`src/rtl/mem_port_arbiter.sv`:
```
// Shares one memory port between I-cache and D-cache requesters; MEM_ARB_PERF_EN adds perf counters.
// One cycle from request to mem_rw_flag, one RELEASE cycle after done; busy whenever not IDLE or memory busy.
module mem_port_arbiter #(
  parameter int ADDR_WIDTH   = 32,
  parameter int DATA_WIDTH   = 32,
  parameter int STARVE_LIMIT = 4
) (
  input  logic                    clk,
  input  logic                    rst,
  input  logic [1:0]              i_rw_flag,
  input  logic [ADDR_WIDTH-1:0]   i_addr,
  input  logic [DATA_WIDTH-1:0]   i_wdata,
  input  logic [DATA_WIDTH/8-1:0] i_wmask,
  output logic [DATA_WIDTH-1:0]   i_rdata,
  output logic                    i_busy,
  output logic                    i_done,
  input  logic [1:0]              d_rw_flag,
  input  logic [ADDR_WIDTH-1:0]   d_addr,
  input  logic [DATA_WIDTH-1:0]   d_wdata,
  input  logic [DATA_WIDTH/8-1:0] d_wmask,
  output logic [DATA_WIDTH-1:0]   d_rdata,
  output logic                    d_busy,
  output logic                    d_done,
  output logic [1:0]              mem_rw_flag,
  output logic [ADDR_WIDTH-1:0]   mem_addr,
  output logic [DATA_WIDTH-1:0]   mem_write_data,
  output logic [DATA_WIDTH/8-1:0] mem_write_mask,
  input  logic [DATA_WIDTH-1:0]   mem_read_data,
  input  logic                    mem_busy,
`ifdef MEM_ARB_PERF_EN
  output logic [31:0]             perf_i_grants,
  output logic [31:0]             perf_d_grants,
  output logic [31:0]             perf_i_wait,
`endif
  input  logic                    mem_done
);

  localparam logic [1:0] S_IDLE    = 2'd0;
  localparam logic [1:0] S_GNT_I   = 2'd1;
  localparam logic [1:0] S_GNT_D   = 2'd2;
  localparam logic [1:0] S_RELEASE = 2'd3;

  localparam logic [3:0] LIMIT = 4'(STARVE_LIMIT);

  logic [1:0] state;
  logic [3:0] starve_cnt;
  logic       i_req_vld;
  logic       d_req_vld;
  logic       grant;
  logic       pick_i;

  // 2'b11 is deliberately excluded so it can never be forwarded downstream
  assign i_req_vld = (i_rw_flag == 2'b01) || (i_rw_flag == 2'b10);
  assign d_req_vld = (d_rw_flag == 2'b01) || (d_rw_flag == 2'b10);

  assign grant  = (state == S_IDLE) && !mem_busy && (i_req_vld || d_req_vld);
  assign pick_i = i_req_vld && (!d_req_vld || (starve_cnt == LIMIT));

  assign i_busy = (state != S_IDLE) || mem_busy;
  assign d_busy = (state != S_IDLE) || mem_busy;

  always_ff @(posedge clk or negedge rst) begin
    if (!rst) begin
      state          <= S_IDLE;
      mem_rw_flag    <= 2'b00;
      mem_addr       <= '0;
      mem_write_data <= '0;
      mem_write_mask <= '0;
      i_rdata        <= '0;
      d_rdata        <= '0;
      i_done         <= 1'b0;
      d_done         <= 1'b0;
    end else begin
      case (state)
        S_IDLE: begin
          if (grant) begin
            if (pick_i) begin
              mem_rw_flag    <= i_rw_flag;
              mem_addr       <= i_addr;
              mem_write_data <= i_wdata;
              mem_write_mask <= i_wmask;
              state          <= S_GNT_I;
            end else begin
              mem_rw_flag    <= d_rw_flag;
              mem_addr       <= d_addr;
              mem_write_data <= d_wdata;
              mem_write_mask <= d_wmask;
              state          <= S_GNT_D;
            end
          end
        end
        S_GNT_I: begin
          if (mem_done) begin
            i_rdata     <= mem_read_data;
            i_done      <= 1'b1;
            mem_rw_flag <= 2'b00;
            state       <= S_RELEASE;
          end
        end
        S_GNT_D: begin
          if (mem_done) begin
            d_rdata     <= mem_read_data;
            d_done      <= 1'b1;
            mem_rw_flag <= 2'b00;
            state       <= S_RELEASE;
          end
        end
        default: begin
          // Finishing requester still holds its flag here; skipping arbitration avoids a re-grant.
          i_done <= 1'b0;
          d_done <= 1'b0;
          state  <= S_IDLE;
        end
      endcase
    end
  end

  always_ff @(posedge clk or negedge rst) begin
    if (!rst) begin
      starve_cnt <= 4'd0;
    end else if (grant && pick_i) begin
      starve_cnt <= 4'd0;
    end else if (grant && i_req_vld) begin
      if (starve_cnt != LIMIT) begin
        starve_cnt <= starve_cnt + 4'd1;
      end
    end else if ((state == S_IDLE) && !i_req_vld) begin
      starve_cnt <= 4'd0;
    end
  end

`ifdef MEM_ARB_PERF_EN
  // i_done is high only in the RELEASE cycle that follows an I transaction
  logic i_served;
  assign i_served = (state == S_GNT_I) || i_done;

  always_ff @(posedge clk or negedge rst) begin
    if (!rst) begin
      perf_i_grants <= 32'd0;
      perf_d_grants <= 32'd0;
      perf_i_wait   <= 32'd0;
    end else begin
      if (grant && pick_i) begin
        perf_i_grants <= perf_i_grants + 32'd1;
      end
      if (grant && !pick_i) begin
        perf_d_grants <= perf_d_grants + 32'd1;
      end
      if (i_req_vld && !i_served) begin
        perf_i_wait <= perf_i_wait + 32'd1;
      end
    end
  end
`endif

endmodule

```
`config.mk`:
```
export PLATFORM = sky130hd
export DESIGN_NAME = mem_port_arbiter
export DESIGN_NICKNAME = d
export VERILOG_FILES = /design/src/rtl/mem_port_arbiter.sv
export SDC_FILE = /design/constraint.sdc
export NUM_CORES = 1
export LEC_CHECK = 0
export BUFFER_PORTS_ARGS = -buffer_cell sky130_fd_sc_hd__buf_4
export CORE_ASPECT_RATIO = 0.7
export CORE_UTILIZATION = 46
export CTS_CLUSTER_DIAMETER = 80
export DETAILED_ROUTE_END_ITERATION = 16
export PLACE_DENSITY = 0.81
export SLEW_MARGIN = 20
export SYNTH_ARGS = -nofsm -noshare
export SYNTH_HDL_FRONTEND = slang
export SYNTH_SLANG_ARGS = --single-unit
```
`constraint.sdc`:
```
create_clock -name clk -period 2.6 [get_ports clk]
set_clock_uncertainty 0.2 [all_clocks]
set_input_delay 0.26 -clock clk [delete_from_list [all_inputs] [get_ports clk]]
set_output_delay 0.26 -clock clk [all_outputs]
set_load 0.01 [all_outputs]
```
==> results of run 1 <==
==> Yosys cell counts, types with 3 or more instances <==
library cell / instances / area (um2)
a21oi_1: 8 / 40.0
clkbuf_1: 10 / 37.5
mux2i_1: 69 / 691
buf_2: 13 / 65.1
o21ai_1: 69 / 345
nand2_1: 74 / 278
mux2_2: 28 / 315
a21o_1: 3 / 22.5
ha_1: 6 / 75.1
nor2_1: 5 / 18.8
buf_1: 6 / 22.5
mux2_1: 37 / 417
dfrtp_1: 142 / 3550
inv_1: 7 / 26.3
==> metrics by stage <==
step / power [mW] / utilization
detailed placement: 8.31 / 0.682
CTS: 11.0 / 0.863
finish: 11.3 / 0.870
global route: 11.9 / 0.870
floorplan: 5.88 / -
global placement: 8.09 / 0.682
==> cells by family after synthesis <==
| group | count (synthesis) |
|---|---|
| flops | 142 |
| simple gates | 88 |
| compound gates | 88 |
| fa+ha+maj | 6 |
| buf+inv | 38 |
| xor+xnor | 3 |
| mux | 134 |
==> cells in the final DEF (no fill, tap or decap), types with 2 or more instances in the layout <==
cell           count
a21oi_1            8
buf_12             4
a21o_4             2
ha_1               6
mux2i_1           69
nor2_1             5
clkbuf_16         17
nand2b_1           2
o21ai_1           69
mux2_1            37
o22ai_1            2
buf_4            326
a22o_1             2
inv_1              7
clkinv_4           2
dlygate4sd3_1    170
dfrtp_1          142
inv_8              4
xnor2_1            2
mux2_2            28
a211o_1            2
nand2_1           74
inv_6              6
==> critical path, delay by kind of cell <==
kind                   cells  cell delay (ns)
multiplexers               1             0.18
AO/OA/AOI/OAI              2             0.41
XOR/XNOR                   1             0.33
buffers and inverters      4             1.51
==> where the power goes <==
part | total [mW] | leakage (nW) | switching [mW] | internal (mW)
Sequential | 3.97 | 1.74 | 0.694 | 3.28
Combinational | 4.90 | 3.60 | 2.39 | 2.51
Clock | 2.45 | 0.290 | 1.08 | 1.37
Total | 11.3 | 5.63 | 4.17 | 7.16
==> sequential cells by signal (all words and copies together) (netlist names) <==
register and flops:
mem_rw_flag 2, i_rdata 32, starve_cnt 4, mem_write_data 32, d_done 1, mem_write_mask 4
state 2, mem_addr 32, d_rdata 32, i_done 1
==> timing repair <==
action / in CTS / in global routing
setup buffers: 0 / 8
hold endpoints to repair: 182 / 1
resized for setup: 0 / 0
hold buffers: 169 / 1
setup endpoints to repair: 0 / 2
==> final cells by class <==
class / count / area (um2) / share of cell area
clock inverter: 15 / 169 / 0.0154
timing repair buffer: 501 / 4240 / 0.386
clock buffer: 17 / 425 / 0.0387
multi-input combinational: 319 / 2370 / 0.216
inverter: 7 / 26.3 / 0.00239
tap: 162 / 203 / 0.0184
sequential: 142 / 3550 / 0.323
antenna: 1 / 2.50 / 0.000228
==> worst max-delay path by stage <==
stage	start	to	slack (ns)
floorplan	state[0]	mem_rw_flag[1]	0.36
global placement	i_rw_flag[1]	mem_addr[28]	0.41
detailed placement	i_rw_flag[1]	mem_addr[28]	0.35
CTS	starve_cnt[0]	mem_write_data[4]	0.24
global route	starve_cnt[0]	mem_write_data[5]	-0.09
finish	d_rw_flag[0]	mem_write_data[5]	-0.02
==> layer usage <==
layer  up-vias  share of wire  global-route usage
met5         -              0                   0
met3       101          0.071              0.0829
met4         0          0.050               0.197
li1       2719              -                   -
met1      3015           0.35               0.355
met2       347           0.53               0.643
==> results by group, run 1 <==
Outcome
  • Status: finished with violations
  • Failing checks: negative setup slack

Finish
  • Final nets: between 1000 and 1500
  • Area Growth Syn to Fin: 80.8%
  • Fin area: roughly 11000 um2
  • Final Non-Filler Cells: 1164
  • Number of fill cells: about 550
  • Layout cells sized above 1: 0.394

Drt
  • 1st-pass router iterations: 5
  • Final WL: about 24 mm
  • DRT antenna net count: 0
  • Drt initial violations: 300
  • Total number of vias: approximately 6000
  • Vias per inst: between 5 and 6
  • DR DRC count: 0
  • Wirelength per Cell: approximately 21 um

Synth
  • XOR/XNOR Fraction of Synth Area: 0.00432
  • Synth Area per Inst: 12.2 um2
  • Post-synth EDFFs: 0
  • Seq/Total Area, Yosys: 0.584
  • Synthesized flop and latch total: ~140
  • Yosys warning total: 0
  • Synth unique cells: 31
  • Post-synthesis mux area share: 0.234
  • Post-synthesis adder-cell area fraction: 0.0123
  • Largest family of logic cells by synthesized area: multiplexers
  • Mapped Nets: roughly 680
  • Post-Syn Instances: 499
  • Asr flop ratio synth: 1.00
  • Main synth FF type: dfrtp_1
  • Compound-gate portion of the synthesized area: 0.0776
  • Simple-Gate Fraction of Synth Area: 0.0595
  • Mapped cell area: about 6100 um2

Global route
  • Initial antenna violation count: 1
  • First-pass GRT wire length: around 36 mm
  • Vias in the first global route: roughly 6700
  • Total gr overflow: 0
  • Largest net degree at the start of global routing: 68
  • Tot GR Track Use: 0.345

Timing
  • Slew HR: 0.572
  • # setup viols final: 2
  • Pins Over Slew Limit: 0
  • Final Hold Fails: 0
  • Period utilization: 1.01
  • PnR worst setup slack: -0.0224 ns
  • Setup TNS: -0.0282 ns
  • Achievable Freq: 381 MHz
  • Period minus WS final: ~2.6 ns
  • Final hold slack: between 0.02 and 0.03 ns
  • Tightest Pin Transition: 0.637 ns

Floorplan
  • Ports: between 300 and 400
  • Die Width: roughly 140 um
  • Die H: 98.2 um
  • Initial Util: 0.481
  • DIE AREA: roughly 14000 um2
  • # rows: 34
  • Core area: around 13000 um2

Setup path
  • CP Cell Sequence: dlygate4sd3_1, buf_4, xor2_1, a21o_4, buf_4, mux2i_1, dlygate4sd3_1, o21ai_1
  • Critical Path RT: between 2 and 3 ns
  • Slowest cell on crit path: dlygate4sd3_1
  • Crit. End Element: flop
  • CP Launch Type: input pin
  • CP Class: input pin to flop
  • Critical path fanouts, max: 11
  • Reg2reg path depth: 8
  • CP arrival: 2.69 ns
  • Worst R2R End: mem_write_data[5]
  • Reg-to-Reg Start: starve_cnt[0]
  • Delay of the slowest critical-path stage: between 0.6 and 0.7 ns
  • Setup slack, reg-to-reg: -0.02 ns

Placed design
  • Gpl congestion: roughly 0.83
  • Placed insts: about 950
  • DP HPWL: around 13 mm
  • Buffers on Ports: between 300 and 400
  • Dpl cell area: between 8000 and 9000 um2
  • DP Worst Slack: between 0.3 and 0.4 ns

Clocking
  • H-tree levels: 4
  • Clock root buffer: clkbuf_16
  • CTS tree: yes
  • Skew-Pair Late Insertion Delay: about 0.42 ns
  • # clock sinks: around 140
  • Longest Clk Path Bufs: 2
  • Clock transition at path regs: roughly 0.06 ns
  • Total CTS buffers: 17

Worst hold path
  • HP Start: d_addr[28]
  • Worst hold stages: 3
  • Hold Path End: mem_addr[28]
  • Worst min path class: input pin to flop

Power and ir drop
  • Pwr Density: around 1000 nW/um2
  • Leak: 5.63 nW
  • Worst VDD drop: slightly above 0.7 mV

Flow run
  • Max Cap Violations: 0
(Power assumes the default switching activity.)
==> run 2, diff against run 1 <==
--- a/config.mk
+++ b/config.mk
@@ -7,10 +7,10 @@
 export LEC_CHECK = 0
 export BUFFER_PORTS_ARGS = -buffer_cell sky130_fd_sc_hd__buf_4
 export CORE_ASPECT_RATIO = 0.7
-export CORE_UTILIZATION = 46
+export CORE_UTILIZATION = 45
 export CTS_CLUSTER_DIAMETER = 80
 export DETAILED_ROUTE_END_ITERATION = 16
-export PLACE_DENSITY = 0.81
+export PLACE_DENSITY = 0.8
 export SLEW_MARGIN = 20
 export SYNTH_ARGS = -nofsm -noshare
 export SYNTH_HDL_FRONTEND = slang
==> results by group, run 2 (synthesis gave the netlist of run 1 again) <==
Global route
  • Largest net degree at the start of global routing: 139 (+100%)
  • Total gr overflow: 0 (unchanged)
  • First-pass GRT wire length: 33.8 mm (-5.0%)
  • Tot GR Track Use: 0.317 (-0.0276)
  • Vias in the first global route: 6528 (-2.3%)
  • Initial antenna violation count: 1 (unchanged)

Finish
  • Most frequent cells in the layout: buf_4, dlygate4sd3_1, dfrtp_1
  • Layout cells sized above 1: 0.396 (+0.00202)
  • Final nets: 1175 (+0.43%)
  • Area Growth Syn to Fin: 83.3%
  • Commonest non-fill, non-tap cell in the layout: buf_4
  • Final Non-Filler Cells: 1192 (+2.4%)
  • Fin area: 11100 um2 (+1.4%)
  • Final core utilization: 0.845 (-0.0245)

Timing
  • Slew HR: 0.624 (+0.0518)
  • Period utilization: 1.01 (-0.00153)
  • Final Hold Fails: 0 (unchanged)
  • RSZ-0062 raised after global routing: yes
  • Achievable Freq: 382 MHz (+0.15%)
  • Tightest Pin Transition: 0.560 ns (-0.0778 ns)
  • Final hold slack: 0.0219 ns (-0.00433 ns)
  • PnR worst setup slack: -0.0184 ns (+0.00397 ns)
  • Pins Over Slew Limit: 0 (unchanged)
  • # setup viols final: 1 (-1)
  • Setup TNS: -0.0184 ns (+0.00985 ns)
  • Period minus WS final: 2.62 ns (-0.00397 ns)

Outcome
  • Status: finished with violations
  • Failing checks: negative setup slack

Placed design
  • Dpl cell area: 8660 um2 (+0.51%)
  • Buffers on Ports: 313 (unchanged)
  • Placed insts: 978 (+2.6%)
  • Gpl congestion: 0.795 (-4.7%)
  • DP HPWL: 12.3 mm (-3.9%)
  • DP Worst Slack: 0.304 ns (-0.0413 ns)

Drt
  • Drt initial violations: 278 (-7.3%)
  • 1st-pass router iterations: 4 (-1)
  • DRT antenna net count: 0 (unchanged)
  • Total number of vias: 5984 (-3.2%)
  • Vias per inst: 5.02 (-5.5%)
  • DR DRC count: 0 (unchanged)
  • Final WL: 22.1 mm (-7.7%)
  • Wirelength per Cell: 18.6 um (-9.9%)

Setup path
  • CP arrival: 2.68 ns (about the same)
  • Setup slack, reg-to-reg: -0.02 ns (about the same)
  • Critical Path RT: 2.66 ns (about the same)
  • CP Class: flop to flop
  • Crit. End Element: flop
  • Worst R2R End: mem_addr[27]
  • Reg-to-Reg Start: starve_cnt[0]
  • Reg2reg path depth: 8 (unchanged)
  • Critical path fanouts, max: 14 (+3)
  • CP Launch Type: flop

Worst hold path
  • HP Start: d_rw_flag[0]
  • Worst min path class: input pin to flop
  • Hold Path End: mem_rw_flag[0]
  • Worst hold stages: 3 (unchanged)

Power and ir drop
  • Worst VDD drop: 0.535 mV (-26%)
  • Switching power: 3.91 mW (-6.2%)
  • Combinational Power Share: 0.420 (-0.013)
  • Clock power share: 0.239 (+0.023)
  • Tot Pwr: 11.5 mW (+1.8%)
  • Reg power frac: 0.341 (-0.010)
  • Design internal power: 7.62 mW (+6.4%)
  • Leak: 5.68 nW (+0.93%)
  • Switch share: 0.339 (-0.0287)
  • Pwr Density: 1030 nW/um2 (+0.39%)

Floorplan
  • Initial Util: 0.461 (-0.0200)
  • Die Width: 141 um (+1.1%)
  • # rows: 35 (+2.9%)
  • Core area: 13200 um2 (+4.3%)
  • Ports: 314 (unchanged)
  • Die H: 99.3 um (+1.1%)
  • DIE AREA: 14000 um2 (+2.2%)

Clocking
  • # clock sinks: 142 (unchanged)
  • Clock transition at path regs: 0.06 ns (about the same)
  • Total CTS buffers: 17 (unchanged)
  • Longest Clk Path Bufs: 2 (unchanged)
  • CTS tree: yes
  • Skew-Pair Late Insertion Delay: 0.41 ns (about the same)
  • Clock root buffer: clkbuf_16
  • H-tree levels: 4 (unchanged)

Flow run
  • Max Cap Violations: 0 (unchanged)
[run 2: how the worst max path moves through the flow]
stage | start | end | slack (ns) | cells after the start
detailed placement | state[1] | mem_rw_flag[1] | 0.30 | 6
CTS | starve_cnt[0] | mem_write_data[10] | 0.03 | 8
floorplan | state[0] | mem_rw_flag[1] | 0.36 | 8
finish | starve_cnt[0] | mem_addr[27] | -0.02 | 8
global route | starve_cnt[0] | mem_addr[25] | -0.12 | 8
global placement | state[0] | mem_rw_flag[0] | 0.41 | 7
[run 2: area by class of cell]
cell class | count | area, um2
flip-flops and latches | 142 | 3550
clock buffers | 19 | 433
diodes | 1 | 2.50
repair buffers | 506 | 4290
fillers | 641 | 2040
clock inverters | 13 | 235
multi-input cells | 319 | 2380
inverters | 7 | 26.3
well taps | 185 | 231
[run 2: metal layers]
layer | part of all wire | up-vias | track usage
met5 | 0 | - | 0
met2 | 0.52 | 276 | 0.573
met3 | 0.072 | 78 | 0.0982
met4 | 0.045 | 0 | 0.167
li1 | - | 2722 | -
met1 | 0.36 | 2908 | 0.335
[run 2: timing repair]
action,4_1_cts,5_1_grt
setup buffers,0,10
setup endpoints to repair,0,21
resized for setup,0,2
hold endpoints to repair,190,0
hold buffers,170,0
[run 2: critical path, cell delays in order, from the launching register on]
cell and delay (ns):
dfrtp_1 0.38, inv_1 0.08, ha_1 0.20, nand3b_1 0.14
a21o_4 0.27, buf_4 0.22, mux2i_1 0.29, dlygate4sd3_1 0.61
o21ai_1 0.07
[run 2: power by group through the flow]
stage	Clock (mW)	Combinational, mW	Sequential, mW
after floorplan	0	1.57	4.30
after global placement	0	4.27	3.82
after detailed placement	0	4.41	3.89
after CTS	2.78	4.66	3.87
after global routing	2.90	5.18	4.04
final	2.76	4.84	3.93
==> run 3, diff against run 2 <==
--- a/config.mk
+++ b/config.mk
@@ -6,11 +6,13 @@
 export NUM_CORES = 1
 export LEC_CHECK = 0
 export BUFFER_PORTS_ARGS = -buffer_cell sky130_fd_sc_hd__buf_4
+export CAP_MARGIN = 20
 export CORE_ASPECT_RATIO = 0.7
 export CORE_UTILIZATION = 45
 export CTS_CLUSTER_DIAMETER = 80
 export DETAILED_ROUTE_END_ITERATION = 16
 export PLACE_DENSITY = 0.8
+export RECOVER_POWER = 50
 export SLEW_MARGIN = 20
 export SYNTH_ARGS = -nofsm -noshare
 export SYNTH_HDL_FRONTEND = slang
==> results by group, run 3 (synthesis gave the netlist of run 1 again) <==
Finish
  • Final core utilization: 0.820 (-0.0259)
  • Most frequent cells in the layout: buf_4, dlygate4sd3_1, dfrtp_1
  • Number of fill cells: 764 (+19%)
  • Final nets: 1175 (unchanged)
  • Multi-input gate area: 2380 um2 (unchanged)
  • Commonest non-fill, non-tap cell in the layout: buf_4
  • Area Growth Syn to Fin: 77.7%
  • Final Non-Filler Cells: 1192 (unchanged)
  • Fin area: 10800 um2 (-3.1%)
  • Storage cell area: 3550 um2 (unchanged)
  • Layout cells sized above 1: 0.309 (-0.0865)

Setup path
  • Critical Path RT: 2.67 ns (about the same)
  • Crit path launch: starve_cnt[0]
  • Worst R2R End: mem_addr[27]
  • CP Launch Type: flop
  • Reg-to-Reg Start: starve_cnt[0]
  • Crit. End Element: flop
  • Setup slack, reg-to-reg: -0.004 ns (about the same)
  • Crit path to: mem_addr[27]
  • CP Cell Sequence: inv_1, ha_1, nand3b_1, a21o_4, buf_4, mux2i_1, dlygate4sd3_1, o21ai_1
  • CP arrival: 2.67 ns (about the same)
  • Delay of the slowest critical-path stage: 0.61 ns (about the same)
  • Critical path fanouts, max: 14 (unchanged)
  • Slowest cell on crit path: dlygate4sd3_1
  • Reg2reg path depth: 8 (unchanged)
  • CP Class: flop to flop

Drt
  • DRT antenna net count: 0 (unchanged)
  • Drt initial violations: 282 (+1.4%)
  • Wirelength per Cell: 18.6 um (+0.28%)
  • 1st-pass router iterations: 4 (unchanged)
  • Vias per inst: 5.01 (-0.23%)
  • Total number of vias: 5970 (-0.23%)
  • DR DRC count: 0 (unchanged)
  • Final WL: 22.2 mm (+0.28%)

Global route
  • Initial antenna violation count: 1 (unchanged)
  • Largest net degree at the start of global routing: 139 (unchanged)
  • Vias in the first global route: 6528 (unchanged)
  • Tot GR Track Use: 0.317 (unchanged)
  • Total gr overflow: 0 (unchanged)
  • First-pass GRT wire length: 33.8 mm (unchanged)

Floorplan
  • Initial Util: 0.461 (unchanged)
  • Ports: 314 (unchanged)
  • Die Width: 141 um (unchanged)
  • DIE AREA: 14000 um2 (unchanged)
  • Core area: 13200 um2 (unchanged)
  • # rows: 35 (unchanged)
  • Die H: 99.3 um (unchanged)

Power and ir drop
  • Worst VDD drop: 0.511 mV (-4.5%)
  • Leak: 5.35 nW (-5.9%)
  • Pwr Density: 1020 nW/um2 (-1.6%)
  • Tot Pwr: 11.0 mW (-4.6%)

Clocking
  • Skew-Pair Late Insertion Delay: 0.41 ns (about the same)
  • H-tree levels: 4 (unchanged)
  • Clock root buffer: clkbuf_16
  • CTS tree: yes
  • Clock transition at path regs: 0.06 ns (about the same)
  • Longest Clk Path Bufs: 2 (unchanged)
  • # clock sinks: 142 (unchanged)
  • Total CTS buffers: 17 (unchanged)

Timing
  • Period utilization: 1.00 (-0.00559)
  • RSZ-0062 raised after global routing: yes
  • Pins Over Slew Limit: 0 (unchanged)
  • Final Hold Fails: 0 (unchanged)
  • Tightest Pin Transition: 1.49 ns (+0.932 ns)
  • Slew HR: 0.00597 (-0.618)
  • Setup TNS: -0.00384 ns (+0.0145 ns)
  • Period minus WS final: 2.60 ns (-0.0145 ns)
  • PnR worst setup slack: -0.00384 ns (+0.0145 ns)
  • # setup viols final: 1 (unchanged)
  • Final hold slack: 0.0117 ns (-0.0102 ns)
  • Achievable Freq: 384 MHz (+0.56%)

Placed design
  • Gpl congestion: 0.795 (unchanged)
  • Buffers on Ports: 313 (unchanged)
  • Placed insts: 978 (unchanged)
  • Dpl cell area: 8660 um2 (unchanged)
  • DP HPWL: 12.3 mm (unchanged)
  • DP Worst Slack: 0.304 ns (unchanged)

Worst hold path
  • HP Start: d_rw_flag[0]
  • Worst min path class: input pin to flop

Outcome
  • Status: finished with violations
  • Failing checks: max-capacitance violations, negative setup slack

Flow run
  • Max Cap Violations: 1 (+1)
run 3: changes by cell type in the layout (fill, tap and decap cells not counted):
| cell | delta |
|---|---|
| buf_4 | -87 |
| clkbuf_1 | +87 |
| buf_12 | -1 |
| clkbuf_2 | +1 |
run 3: final cells by class:
cell class | count | area share
Tap cell | 185 | 0.0214
Inverter | 7 | 0.00243
Clock buffer | 19 | 0.0401
Sequential cell | 142 | 0.329
Timing Repair Buffer | 506 | 0.365
Antenna cell | 1 | 0.000232
Clock inverter | 13 | 0.0218
Multi-Input combinational cell | 319 | 0.220
run 3: repair_timing:
action,CTS,global route
setup endpoints to repair,0,21
hold endpoints to repair,190,0
resized for setup,0,2
setup buffers,0,10
hold buffers,170,0
run 3: how the worst min path moves through the flow:
stage                      to  slack [ns]  cells after the start
5_1_grt        mem_rw_flag[0]        0.03                      3
3_5_place_dp      d_rdata[24]        0.08                      1
6_report       mem_rw_flag[0]        0.01                      3
2_1_floorplan          d_done       -0.24                      0
3_3_place_gp      d_rdata[24]        0.07                      1
4_1_cts        mem_rw_flag[0]       0.007                      3
run 3: where the power goes:
group	total (mW)	internal (mW)	switching (mW)	leakage [nW]
logic	4.32	2.01	2.31	3.29
registers	3.92	3.28	0.640	1.74
clock network	2.76	1.81	0.946	0.319
total	11.0	7.09	3.90	5.35
run 3: worst max-delay path, delay by kind of cell, from the launching register on:
family / cells / cell delay, ns
AOI/OAI and AO/OA: 2 / 0.34
muxes: 1 / 0.28
and+or+nand+nor: 1 / 0.14
DFF: 1 / 0.38
adders and majority gates: 1 / 0.20
buffers and inverters: 3 / 0.91
run 3: routing by layer:
metal,global-route usage,wire length (um),vias up
li1,-,-,2725
met1,0.335,8010,2877
met2,0.573,11600,288
met3,0.0982,1590,80
met4,0.167,979,0
met5,0,0,-
